[src/rtl/systolic_pkg.sv]
// Shared definitions for the systolic-array result path.
//   state_t   : streaming controller states (IDLE / SEND / DONE)
//   idx_width : bit width needed to index n elements (never below 1)
package systolic_pkg;

  typedef enum logic [1:0] {
    IDLE = 2'd0,
    SEND = 2'd1,
    DONE = 2'd2
  } state_t;

  // A dimension of 1 still needs a 1-bit index port.
  function automatic int idx_width(input int n);
    return (n > 1) ? $clog2(n) : 1;
  endfunction

endpackage

[src/rtl/rc_counter.sv]
// Row-major row/column counter.
//   clk, reset : clock, asynchronous active-high reset
//   clear      : synchronous return to [0][0] (has priority over en)
//   en         : advance one element (column first, wrapping into the row)
//   row, col   : current position
//   last       : position is the final element [ROWS-1][COLS-1]
module rc_counter
  import systolic_pkg::*;
#(
  parameter int ROWS  = 4,
  parameter int COLS  = 4,
  parameter int ROW_W = idx_width(ROWS),
  parameter int COL_W = idx_width(COLS)
) (
  input  logic             clk,
  input  logic             reset,
  input  logic             clear,
  input  logic             en,
  output logic [ROW_W-1:0] row,
  output logic [COL_W-1:0] col,
  output logic             last
);

  logic row_end;
  logic col_end;

  assign row_end = (row == ROW_W'(ROWS - 1));
  assign col_end = (col == COL_W'(COLS - 1));
  assign last    = row_end && col_end;

  always_ff @(posedge clk or posedge reset) begin
    if (reset) begin
      row <= '0;
      col <= '0;
    end else if (clear) begin
      row <= '0;
      col <= '0;
    end else if (en) begin
      if (col_end) begin
        col <= '0;
        row <= row_end ? '0 : row + 1'b1;
      end else begin
        col <= col + 1'b1;
      end
    end
  end

endmodule

[src/rtl/write_data.sv]
// Snapshots the systolic-array result matrix on start and streams it out
// one element per accepted beat in row-major order (valid/ready handshake).
//   clk, reset : clock, asynchronous active-high reset
//   start      : request a snapshot + stream (honoured only in IDLE)
//   data_res   : result matrix [row][col], RES_WIDTH bits per element
//   out_data   : current element, out_row/out_col its position
//   out_valid  : beat present (SEND only); out_ready accepts it
//   busy       : controller not idle
//   done       : one-cycle pulse after the final beat is accepted
module write_data
  import systolic_pkg::*;
#(
  parameter int RES_WIDTH = 18,
  parameter int ARRAY_W_W = 4,
  parameter int ARRAY_A_L = 4,
  localparam int ROW_W = idx_width(ARRAY_W_W),
  localparam int COL_W = idx_width(ARRAY_A_L)
) (
  input  logic                                                 clk,
  input  logic                                                 reset,
  input  logic                                                 start,
  input  logic [0:ARRAY_W_W-1][0:ARRAY_A_L-1][RES_WIDTH-1:0]   data_res,
  output logic [RES_WIDTH-1:0]                                 out_data,
  output logic [ROW_W-1:0]                                     out_row,
  output logic [COL_W-1:0]                                     out_col,
  output logic                                                 out_valid,
  input  logic                                                 out_ready,
  output logic                                                 busy,
  output logic                                                 done
);

  state_t state;
  state_t state_nxt;

  logic [0:ARRAY_W_W-1][0:ARRAY_A_L-1][RES_WIDTH-1:0] snap_p0;

  logic [ROW_W-1:0] row;
  logic [COL_W-1:0] col;
  logic             last;
  logic             load;
  logic             xfer;

  assign load = (state == IDLE) && start;
  assign xfer = (state == SEND) && out_ready;

  // Snapshot stage: data_res is captured once, so later changes on the
  // input cannot disturb a stream already in flight.
  always_ff @(posedge clk or posedge reset) begin
    if (reset) begin
      snap_p0 <= '0;
    end else if (load) begin
      snap_p0 <= data_res;
    end
  end

  // The counter is frozen on the final beat so it never wraps to [0][0];
  // the next load clears it.
  rc_counter #(
    .ROWS  (ARRAY_W_W),
    .COLS  (ARRAY_A_L),
    .ROW_W (ROW_W),
    .COL_W (COL_W)
  ) u_rc_counter (
    .clk   (clk),
    .reset (reset),
    .clear (load),
    .en    (xfer && !last),
    .row   (row),
    .col   (col),
    .last  (last)
  );

  always_ff @(posedge clk or posedge reset) begin
    if (reset) begin
      state <= IDLE;
    end else begin
      state <= state_nxt;
    end
  end

  always_comb begin
    state_nxt = state;
    case (state)
      IDLE:    if (start) state_nxt = SEND;
      SEND:    if (out_ready && last) state_nxt = DONE;
      DONE:    state_nxt = IDLE;
      default: state_nxt = IDLE;
    endcase
  end

  // Element select stage: outputs are quiet (zero) whenever no beat is offered.
  always_comb begin
    out_valid = (state == SEND);
    busy      = (state != IDLE);
    done      = (state == DONE);
    out_data  = '0;
    out_row   = '0;
    out_col   = '0;
    if (state == SEND) begin
      out_data = snap_p0[row][col];
      out_row  = row;
      out_col  = col;
    end
  end

endmodule

[config.mk]
export PLATFORM = sky130hd
export DESIGN_NAME = write_data
export DESIGN_NICKNAME = d
export VERILOG_FILES = /design/src/rtl/systolic_pkg.sv /design/src/rtl/rc_counter.sv /design/src/rtl/write_data.sv
export SDC_FILE = /design/constraint.sdc
export NUM_CORES = 1
export LEC_CHECK = 0
export BUFFER_PORTS_ARGS = -buffer_cell sky130_fd_sc_hd__buf_4
export CAP_MARGIN = 20
export CORE_MARGIN = 2
export CORE_UTILIZATION = 50
export CTS_CLUSTER_DIAMETER = 150
export DETAILED_ROUTE_END_ITERATION = 10
export PLACE_DENSITY = 0.73
export REMOVE_ABC_BUFFERS = 1
export SYNTH_ARGS = -nofsm -noshare
export SYNTH_HDL_FRONTEND = slang
export SYNTH_SLANG_ARGS = --single-unit
[constraint.sdc]
create_clock -name clk -period 28.7 [get_ports clk]
set_clock_uncertainty 0.15 [all_clocks]
set_input_delay 5.74 -clock clk [delete_from_list [all_inputs] [get_ports clk]]
set_output_delay 5.74 -clock clk [all_outputs]
set_load 0.02 [all_outputs]
# --- Yosys cells after proc, flatten, opt, wreduce, memory -nomap -nowiden ---
# Index checks and enable logic that the tools add are counted.
classes:
  n_eq_ne: 6
  n_mul: 0
  n_shift: 0
  reduce_logical: 12
  order_cmp: 2
  n_div: 0
  bitwise_logic: 2
  muxes: 19
  add_sub_neg: 2
ops:
  columns: ["operator", "n"]
  rows:
  - ["$bmux W72 S2", 1]
  - ["$mux W72", 2]
  - ["$mux W18", 3]
  - ["$bmux W18 S2", 1]
  - ["$mux W2", 11]
  - ["$eq A2 B2 Y1 const B", 3]
  - ["$ge A3 B3 Y1 const B", 2]
  - ["$not A2 Y3", 2]
  - ["$reduce_bool A2 Y1", 3]
  - ["$logic_and A1 B1 Y1", 5]
  - ["$add A2 B1 Y2 const B", 2]
  - ["$pmux W2 S2", 1]
  - ["$reduce_and A2 Y1", 2]
  - ["$eq A2 B1 Y1 const B", 1]
  - ["$logic_not A2 Y1", 1]
  - ["$ne A2 B1 Y1 const B", 1]
  - ["$ne A2 B2 Y1 const B", 1]
  - ["$logic_not A1 Y1", 1]
totals:
  word_cells: 62
  out_inout_bits: 25
  mem_count: 0
  input_bits: 292
  regBits: 294
  romBits: 0
  mem_bits_rw: 0
  latch_bits: 0

# --- Logic depth before layout (Yosys ltp) ---
# Gate-level depths: netlist (run 1).
depth:
  depth_word: 8
  ltp_mapped: 7

# --- Modules after synthesis ---
# A second synthesis (run 1) with hierarchy kept.
unflattened:
  cells_unflattened: 884
  area_unflattened_um2: 13530.5
modules_own_cells:
  columns: ["mod", "cells_each", "instances", "seq_area_each_um2", "area_per_inst_um2"]
  rows:
  - ["write_data", 865, 1, 7257.0, 13311.5]
  - ["rc_counter", 19, 1, 100.1, 219.0]

# --- Least setup slack after synthesis (run 1) ---
# No wires, ideal clock.
synth_timing:
  path_type: "register -> output"
  start: "reg u_rc_counter.col[0]"
  end: "out out_data[4]"
  t_arrival_ps: 1678
  setup_slack_ps: 21132
  stages_incl_launch_ff: 8
  n_path_buf: 3
  required_ps: 22810
  path_cell_list: "dfrtp_1 -> buf_2 -> and2_1 -> buf_2 -> buf_4 -> a22oi_1 -> nand2_1 -> o21ai_0"
synth_between:
  elab_chain_len: 5
synth_rtl:
  columns: ["item", "line_no", "text"]
  rows:
  - ["from (decl)", "rc_counter.sv:20", "output logic [COL_W-1:0] col,"]
  - ["from (signal assigned)", "rc_counter.sv:43", "col <= col + 1'b1;"]
  - ["$not A2 Y3 (not written as such)", "write_data.sv:100", "out_data = snap_p0[row][col];"]
  - ["$bmux W18 S2", "write_data.sv:100", null]
  - ["$mux W18 (not written as such) (2 in a row)", "write_data.sv:100", null]
  - ["$mux W18", "write_data.sv:99", "if (state == SEND) begin"]
  - ["to (decl)", "write_data.sv:23", "output logic [RES_WIDTH-1:0] out_data,"]
# Every way passes these cells. The select of a mux whose other input is x is not followed.

# --- Worst setup path in the final report (run 1) ---
layout_timing:
  start: "reg u_rc_counter.row[0]"
  end: "out out_data[3]"
layout_between:
  elab_chain_len: 8
layout_rtl:
  columns: ["item", "line_no", "text"]
  rows:
  - ["from (decl)", "rc_counter.sv:19", "output logic [ROW_W-1:0] row,"]
  - ["from (signal assigned)", "rc_counter.sv:41", "row <= row_end ? '0 : row + 1'b1;"]
  - ["$not A2 Y3 (not written as such)", "write_data.sv:100", null]
  - ["$bmux W72 S2", "write_data.sv:100", null]
  - ["$mux W72 (not written as such) (2 in a row)", "write_data.sv:100", null]
  - ["$bmux W18 S2", "write_data.sv:100", null]
  - ["$mux W18 (not written as such) (2 in a row)", "write_data.sv:100", null]
  - ["$mux W18", "write_data.sv:99", null]
# Every way passes these cells. The select of a mux whose other input is x is not followed.

==> results.md, run 1 <==
- **run status** completed
- **slowest CP cell** sky130_fd_sc_hd__dfrtp_4
- **Seq pwr share** 39.7%
- **count of antenna-violating nets left after detailed routing** 0
- **Achievable Freq** 108 MHz
- **endpoint of the most critical register-to-register path** snap_p0[62]
- **register-to-register setup slack** 25600 ps
- **routed vias** 8638
- **CP delay by family, top** flip-flops
- **Yosys reg bits** 294
- **Combinational Power Share** 40.3%
- **WHS Path Cells** 1
- **post-CTS resize count** 0
- **via count of the first global-routing pass** 9136
- **chip width** 169 µm
- **number of clock buffers inserted by TritonCTS** 31
- **clock buffer depth** 3
- **post-route fraction of the period consumed by the critical path** 32.3%
- **Cell Pwr Density** 112 nW/µm²
- **standard-cell rows** 60
- **maximum VDD drop** 0.0673 mV
- **largest cells by area after synthesis** sky130_fd_sc_hd__dfrtp_1 (54%), sky130_fd_sc_hd__mux2_1 (17%), sky130_fd_sc_hd__mux2i_1 (8.8%), sky130_fd_sc_hd__mux2_2 (6.8%), sky130_fd_sc_hd__a22oi_1 (3.0%)
- **I/O pin count** 317
- **Period minus WS final** 9270 ps
- **TritonCTS clock tree** yes
- **largest net degree at the start of global routing** 141
- **category of the worst setup path launch point** register
- **transition time of the tightest slew-check pin** 1020 ps
- **wire length of the first global-routing pass** 50.6 mm
- **number of logic stages on the critical path including buffering** 5
- **area of the die** 28500 µm²
- **CP most frequent cell** sky130_fd_sc_hd__buf_4
- **floorplan core area** 26800 µm²
- **critical path type** register to output port
- **Max-slew headroom** 31.8%
- **register area share after synthesis** 54.2%
- **number of setup buffers added after CTS** 0
- **origin of the critical flop-to-flop path** state[0]
- **vertical die dimension** 169 µm
- **length in cells of the worst reg-to-reg path** 4
- **First DRT Iteration DRCs** 518
- **standard cell area after detailed placement** 15900 µm²
- **crit path max fanout** 46
- **sum of negative setup slack** 0 ps
- **max-slew violations** 0
- **worst min-delay path category** register to register
- **reported max-cap violation count** 0
- **share of Yosys cell area claimed by the top area cell type** 54.2%
- **Port-buffer cells** 316
- **netlist area before placement** 13600 µm²
- **ANT cells** 0
- **placer congestion estimate** 0.777
- **post-synthesis cell type with the largest combined area** sky130_fd_sc_hd__dfrtp_1
- **LEAKAGE** 7.68 nW
- **Worst Setup SP** u_rc_counter.row[0]
- **synthesized instance count** 915
- **number of distinct library cells after synthesis** 31
- **nets@finish** 1507
- **Sw Pwr** 654 µW
- **worst-skew pair later-pin latency** 560 ps
- **Worst Setup EP** out_data[3]
- **mean instance size in the synthesized netlist** 14.8 µm²
- **final instance area** 16900 µm²
- **post-DR vias/cell** 5.48
- **DP Wirelength** 22.0 mm
- **type of element capturing the critical path** output port
- **Clk network pwr share** 20.0%
- **Detailed Route WL** 32.5 mm
- **endpoint arrival time on the critical path** 3380 ps
- **post-synthesis async set-or-reset flop share** 100%
- **leftover overflow at the end of global routing** 0
- **number of synthesized flops with an enable pin** 0
- **dominant cell by count in the synthesized netlist** sky130_fd_sc_hd__dfrtp_1
- **total number of H-tree levels** 1
- **All-Layer GR Usage** 22.7%
- **Switching Share** 34.5%
- **internal power summed over all cells** 1.24 mW
- **antenna violations before repair** 0
- **clock-pin slew on the worst setup and hold paths** 60 ps
- **stage delay of the slowest cell on the critical path** 960 ps
- **share of post-route cells with drive strength above 1** 39.2%
- **RSZ-0062 raised after global routing** false
- **clk root buf** sky130_fd_sc_hd__clkbuf_16
- **cell chain of the critical path** buf_4 > mux4_2 > mux2i_1 > o22ai_1 > buf_4
- **Crit path required time** 22810 ps
- **cts-stage hold buffer count** 0
- **drt first pass iters** 4
- **clk sink count** 294
- **starting utilization of the core area** 50.6%
- **final-report hold violation count** 0
- **Post-synth top flop** sky130_fd_sc_hd__dfrtp_1
- **final setup fails** 0
- **synth-to-layout area growth** 24.7%
- **Synth warnings** 0
- **synth cell count leaders** sky130_fd_sc_hd__dfrtp_1 (294), sky130_fd_sc_hd__mux2_1 (206), sky130_fd_sc_hd__mux2i_1 (119)
- **detailed-route wire length per cell** 20.6 µm
- **Post-route DRC** 0
- **count of buffer and inverter cells on the critical path** 2
==> worst reg2reg max path, cell delays in order (launching register included) <==
cell,delay [ps]
sky130_fd_sc_hd__dfrtp_1,400
sky130_fd_sc_hd__or2_1,340
sky130_fd_sc_hd__nor2_4,690
sky130_fd_sc_hd__buf_4,920
sky130_fd_sc_hd__mux2_2,470
==> metrics by stage <==
step / worst slack (ps) / power (mW) / utilization [%] / hold WS (ps) / cells
final: 19430 / 1.90 / 63.2 / 332 / 1577
after global routing: 19270 / 2.02 / 63.2 / 340 / 1577
after CTS: 19400 / 1.92 / 63.0 / 336 / 1575
after detailed placement: 19940 / 1.53 / 59.4 / 322 / 1519
after global placement: 19920 / 1.51 / 59.4 / 313 / 1519
after floorplan: 14690 / 1.30 / - / 303 / 851
==> cell type report <==
type                       instances  area (µm²)
fill                            2112        9870
tap                              341         427
clock inverter                    11        63.8
timing repair buffer             329        2500
inverter                           4        22.5
clock buffer                      45         898
sequential                       294        7360
multi-input combinational        553        5660
==> metal layers <==
metal  share of wire (%)  GRT usage, %  vias up  routed length, µm
li1                    -             -     3959                  -
met1                  42          29.8     4353              13600
met2                  47          37.1      278              15200
met3                 9.1          7.39       48               2960
met4                 2.0          5.10        0                665
met5                   0             0        -                  0
==> sequential cells by signal (all words and copies together) (netlist names) <==
register,flops
snap_p0,288
state,2
u_rc_counter.col,2
u_rc_counter.row,2
==> how the worst min path moves through the flow <==
stage | from | end | slack, ps
global route | snap_p0[248] | snap_p0[248] | 340
CTS | snap_p0[214] | snap_p0[214] | 340
finish | snap_p0[277] | snap_p0[277] | 330
detailed placement | snap_p0[214] | snap_p0[214] | 320
global placement | snap_p0[190] | snap_p0[190] | 310
floorplan | snap_p0[125] | snap_p0[125] | 300
==> cell usage in the layout, fill, tap and decap left out, types with 2 or more instances in the layout <==
master                       Yosys  layout
sky130_fd_sc_hd__a22oi_1        54      54
sky130_fd_sc_hd__and2_1          4       3
sky130_fd_sc_hd__buf_4          13     327
sky130_fd_sc_hd__clkbuf_1        2       7
sky130_fd_sc_hd__clkbuf_16       0      31
sky130_fd_sc_hd__clkbuf_8        0       7
sky130_fd_sc_hd__clkinv_2        0       8
sky130_fd_sc_hd__clkinvlp_4      0       2
sky130_fd_sc_hd__dfrtp_1       294     293
sky130_fd_sc_hd__ha_1            2       2
sky130_fd_sc_hd__inv_1           3       2
sky130_fd_sc_hd__mux2_1        206     206
sky130_fd_sc_hd__mux2_2         82      82
sky130_fd_sc_hd__mux2i_1       119     119
sky130_fd_sc_hd__mux4_2         18      18
sky130_fd_sc_hd__nand2_1        21      21
sky130_fd_sc_hd__nand2b_1        2       2
sky130_fd_sc_hd__nand3_1        11      11
sky130_fd_sc_hd__nor2_1          5       5
sky130_fd_sc_hd__nor2_4          1       2
sky130_fd_sc_hd__nor2b_4         0       2
sky130_fd_sc_hd__o21ai_0         9       9
sky130_fd_sc_hd__o22ai_1         9       9
==> power groups by stage <==
stage | combinational, mW | sequential (mW) | clock, mW
3_5_place_dp | 0.771 | 0.760 | 0
3_3_place_gp | 0.755 | 0.750 | 0
2_1_floorplan | 0.565 | 0.740 | 0
6_report | 0.764 | 0.753 | 0.380
5_1_grt | 0.832 | 0.782 | 0.406
4_1_cts | 0.776 | 0.754 | 0.388
==> cells by family after synthesis <==
| group | Yosys count | synth area share [%] |
|---|---|---|
| xor gates and xnor gates | 1 | 0.0645 |
| buffers and inverters | 68 | 4.27 |
| muxes | 425 | 35.7 |
| DFF | 294 | 54.2 |
| and+or+nand+nor | 51 | 1.81 |
| adders and majority gates | 2 | 0.184 |
| AOI/OAI and AO/OA | 74 | 3.83 |
Power figures use the tool's default switching activity.
==> run 2: changes to the inputs <==
clock period = 9.63 ns   (was 28.7 ns; I/O delays follow)
==> results.md, run 2 (same netlist as run 1, synthesis figures left out) <==
- **leftover overflow at the end of global routing** 0, unchanged
- **wire length of the first global-routing pass** 50.5 mm, -0.15%
- **run status** completed
- **stage delay of the slowest cell on the critical path** 880 ps, -80 ps
- **RSZ-0062 raised after global routing** false
- **slowest CP cell** sky130_fd_sc_hd__dfrtp_4
- **critical path type** register to output port
- **final setup fails** 0, unchanged
- **CP delay by family, top** buffers and inverters
- **starting utilization of the core area** 50.6%, unchanged
- **clk sink count** 294, unchanged
- **type of element capturing the critical path** output port
- **clock-pin slew on the worst setup and hold paths** 60 ps, about the same
- **number of clock buffers inserted by TritonCTS** 34, +9.7%
- **routed vias** 8673, +0.41%
- **placement-stage worst setup slack** 4730 ps, -15210 ps
- **worst min-delay path category** register to register
- **via count of the first global-routing pass** 9369, +2.6%
- **All-Layer GR Usage** 22.9%, +0.15 points
- **Period minus WS final** 5370 ps
- **endpoint arrival time on the critical path** 3300 ps, -80 ps
- **Cell Pwr Density** 343 nW/µm², +210%
- **count of buffer and inverter cells on the critical path** 2, unchanged
- **ANT cells** 0, unchanged
- **placer congestion estimate** 0.741, -4.7%
- **Achievable Freq** 186 MHz
- **Metal-1 WL** 13.5 mm, -0.96%
- **clock buffer depth** 3, unchanged
- **area of the die** 28500 µm², unchanged
- **cell chain of the critical path** buf_4 > mux2i_1 > a22oi_1 > nand2_1 > o21ai_0 > buf_4
- **drt first pass iters** 4, unchanged
- **CP most frequent cell** sky130_fd_sc_hd__buf_4
- **antenna violations before repair** 0, unchanged
- **LEAKAGE** 7.78 nW, +1.3%
- **crit path max fanout** 48, +4.3%
- **share of post-route cells with drive strength above 1** 39.4%, +0.13 points
- **I/O pin count** 317, unchanged
- **Port-buffer cells** 316, unchanged
- **uppermost routed layer** met4
- **maximum VDD drop** 0.219 mV, +230%
- **standard cell area after detailed placement** 15900 µm², about the same
- **floorplan core area** 26800 µm², unchanged
- **Crit path required time** 7550 ps, -15260 ps
- **post-route fraction of the period consumed by the critical path** 55.8%
- **post-DR vias/cell** 5.50, +0.34%
- **First DRT Iteration DRCs** 473, -8.7%
- **vertical die dimension** 169 µm, unchanged
- **chip width** 169 µm, unchanged
- **transition time of the tightest slew-check pin** 1040 ps, +22.0 ps
- **standard-cell rows** 60, unchanged
- **final non-filler cell total** 1578, +0.063%
- **most common cell after layout, fill and taps aside** sky130_fd_sc_hd__buf_4
- **most frequent cells in the layout** sky130_fd_sc_hd__buf_4 (323), sky130_fd_sc_hd__dfrtp_1 (293), sky130_fd_sc_hd__mux2_1 (206), sky130_fd_sc_hd__mux2i_1 (119), sky130_fd_sc_hd__mux2_2 (82)
- **worst-skew pair later-pin latency** 500 ps, -60 ps
- **Post-route DRC** 0, unchanged
- **reported max-cap violation count** 0, unchanged
- **wire length on met2** 15.6 mm, +2.6%
- **TritonCTS clock tree** yes
- **WL met3** 3.00 mm, +1.5%
- **Max-slew headroom** 30.2%, -1.6 points
- **count of antenna-violating nets left after detailed routing** 0, unchanged
- **final setup slack of the worst path** 4260 ps, -15170 ps
- **Detailed Route WL** 32.7 mm, +0.58%
- **clk root buf** sky130_fd_sc_hd__clkbuf_16
- **synth-to-layout area growth** 26.3%
- **Largest register FFs** 288, unchanged
- **nets@finish** 1507, unchanged
- **DP Wirelength** 21.5 mm, -2.4%
- **layout filler cell count** 2056, -2.7%
- **detailed-route wire length per cell** 20.7 µm, +0.51%
- **Cells after DPL** 1517, -0.13%
- **final instance area** 17100 µm², +1.2%
- **post-CTS resize count** 0, unchanged
- **final-report hold violation count** 0, unchanged
- **largest net degree at the start of global routing** 153, +8.5%
- **category of the worst setup path launch point** register
- **sum of negative setup slack** 0 ps, unchanged
- **register with the most flip-flops** snap_p0
- **max-slew violations** 0, unchanged
- **power after layout** 5.88 mW, +210%
- **number of setup buffers added after CTS** 0, unchanged
- **total number of H-tree levels** 2, +1
- **cts-stage hold buffer count** 0, unchanged
==> run 2: worst paths after layout <==
kind	endpoint	start	depth (start not counted)	slack [ps]
max reg2reg	snap_p0[146]	state[0]	5	6410
max in group asynchronous	snap_p0[14]	reset	3	6460
min	snap_p0[43]	snap_p0[43]	1	330
min reg2reg	snap_p0[43]	snap_p0[43]	1	330
max	out_data[2]	u_rc_counter.row[0]	6	4260
min in group asynchronous	snap_p0[234]	reset	2	1440
==> run 2: layer usage <==
layer  vias up  global-route usage, %
met2       291                   38.2
li1       3969                      -
met5         -                      0
met4         0                   5.32
met3        40                   7.22
met1      4373                   29.3
==> run 2: through the flow <==
step,util (%),hold WS (ps)
floorplan,-,303
global placement,59.5,312
detailed placement,59.5,322
CTS,63.9,335
global route,64.0,344
finish,64.0,332
==> run 2: power breakdown <==
part	switching (mW)	internal [mW]	leakage, nW
Combinational	1.11	1.20	3.71
Sequential	0.348	1.87	3.48
Clock	0.498	0.858	0.593
Total	1.96	3.93	7.78
==> run 2: area by class of cell <==
type	instances	area, µm²	area share (%)
inverters	4	22.5	0.131
repair buffers	326	2480	14.5
flip-flops and latches	294	7360	42.9
multi-input cells	553	5660	33.0
well taps	341	427	2.49
clock buffers	50	1040	6.09
clock inverters	10	150	0.876
==> run 2: worst register-to-register path, cell delays in order (launching register included) <==
cell and delay [ps]:
sky130_fd_sc_hd__dfrtp_1 390, sky130_fd_sc_hd__or2_1 340, sky130_fd_sc_hd__nor2_4 110, sky130_fd_sc_hd__buf_4 640
sky130_fd_sc_hd__buf_4 980, sky130_fd_sc_hd__mux2_2 490
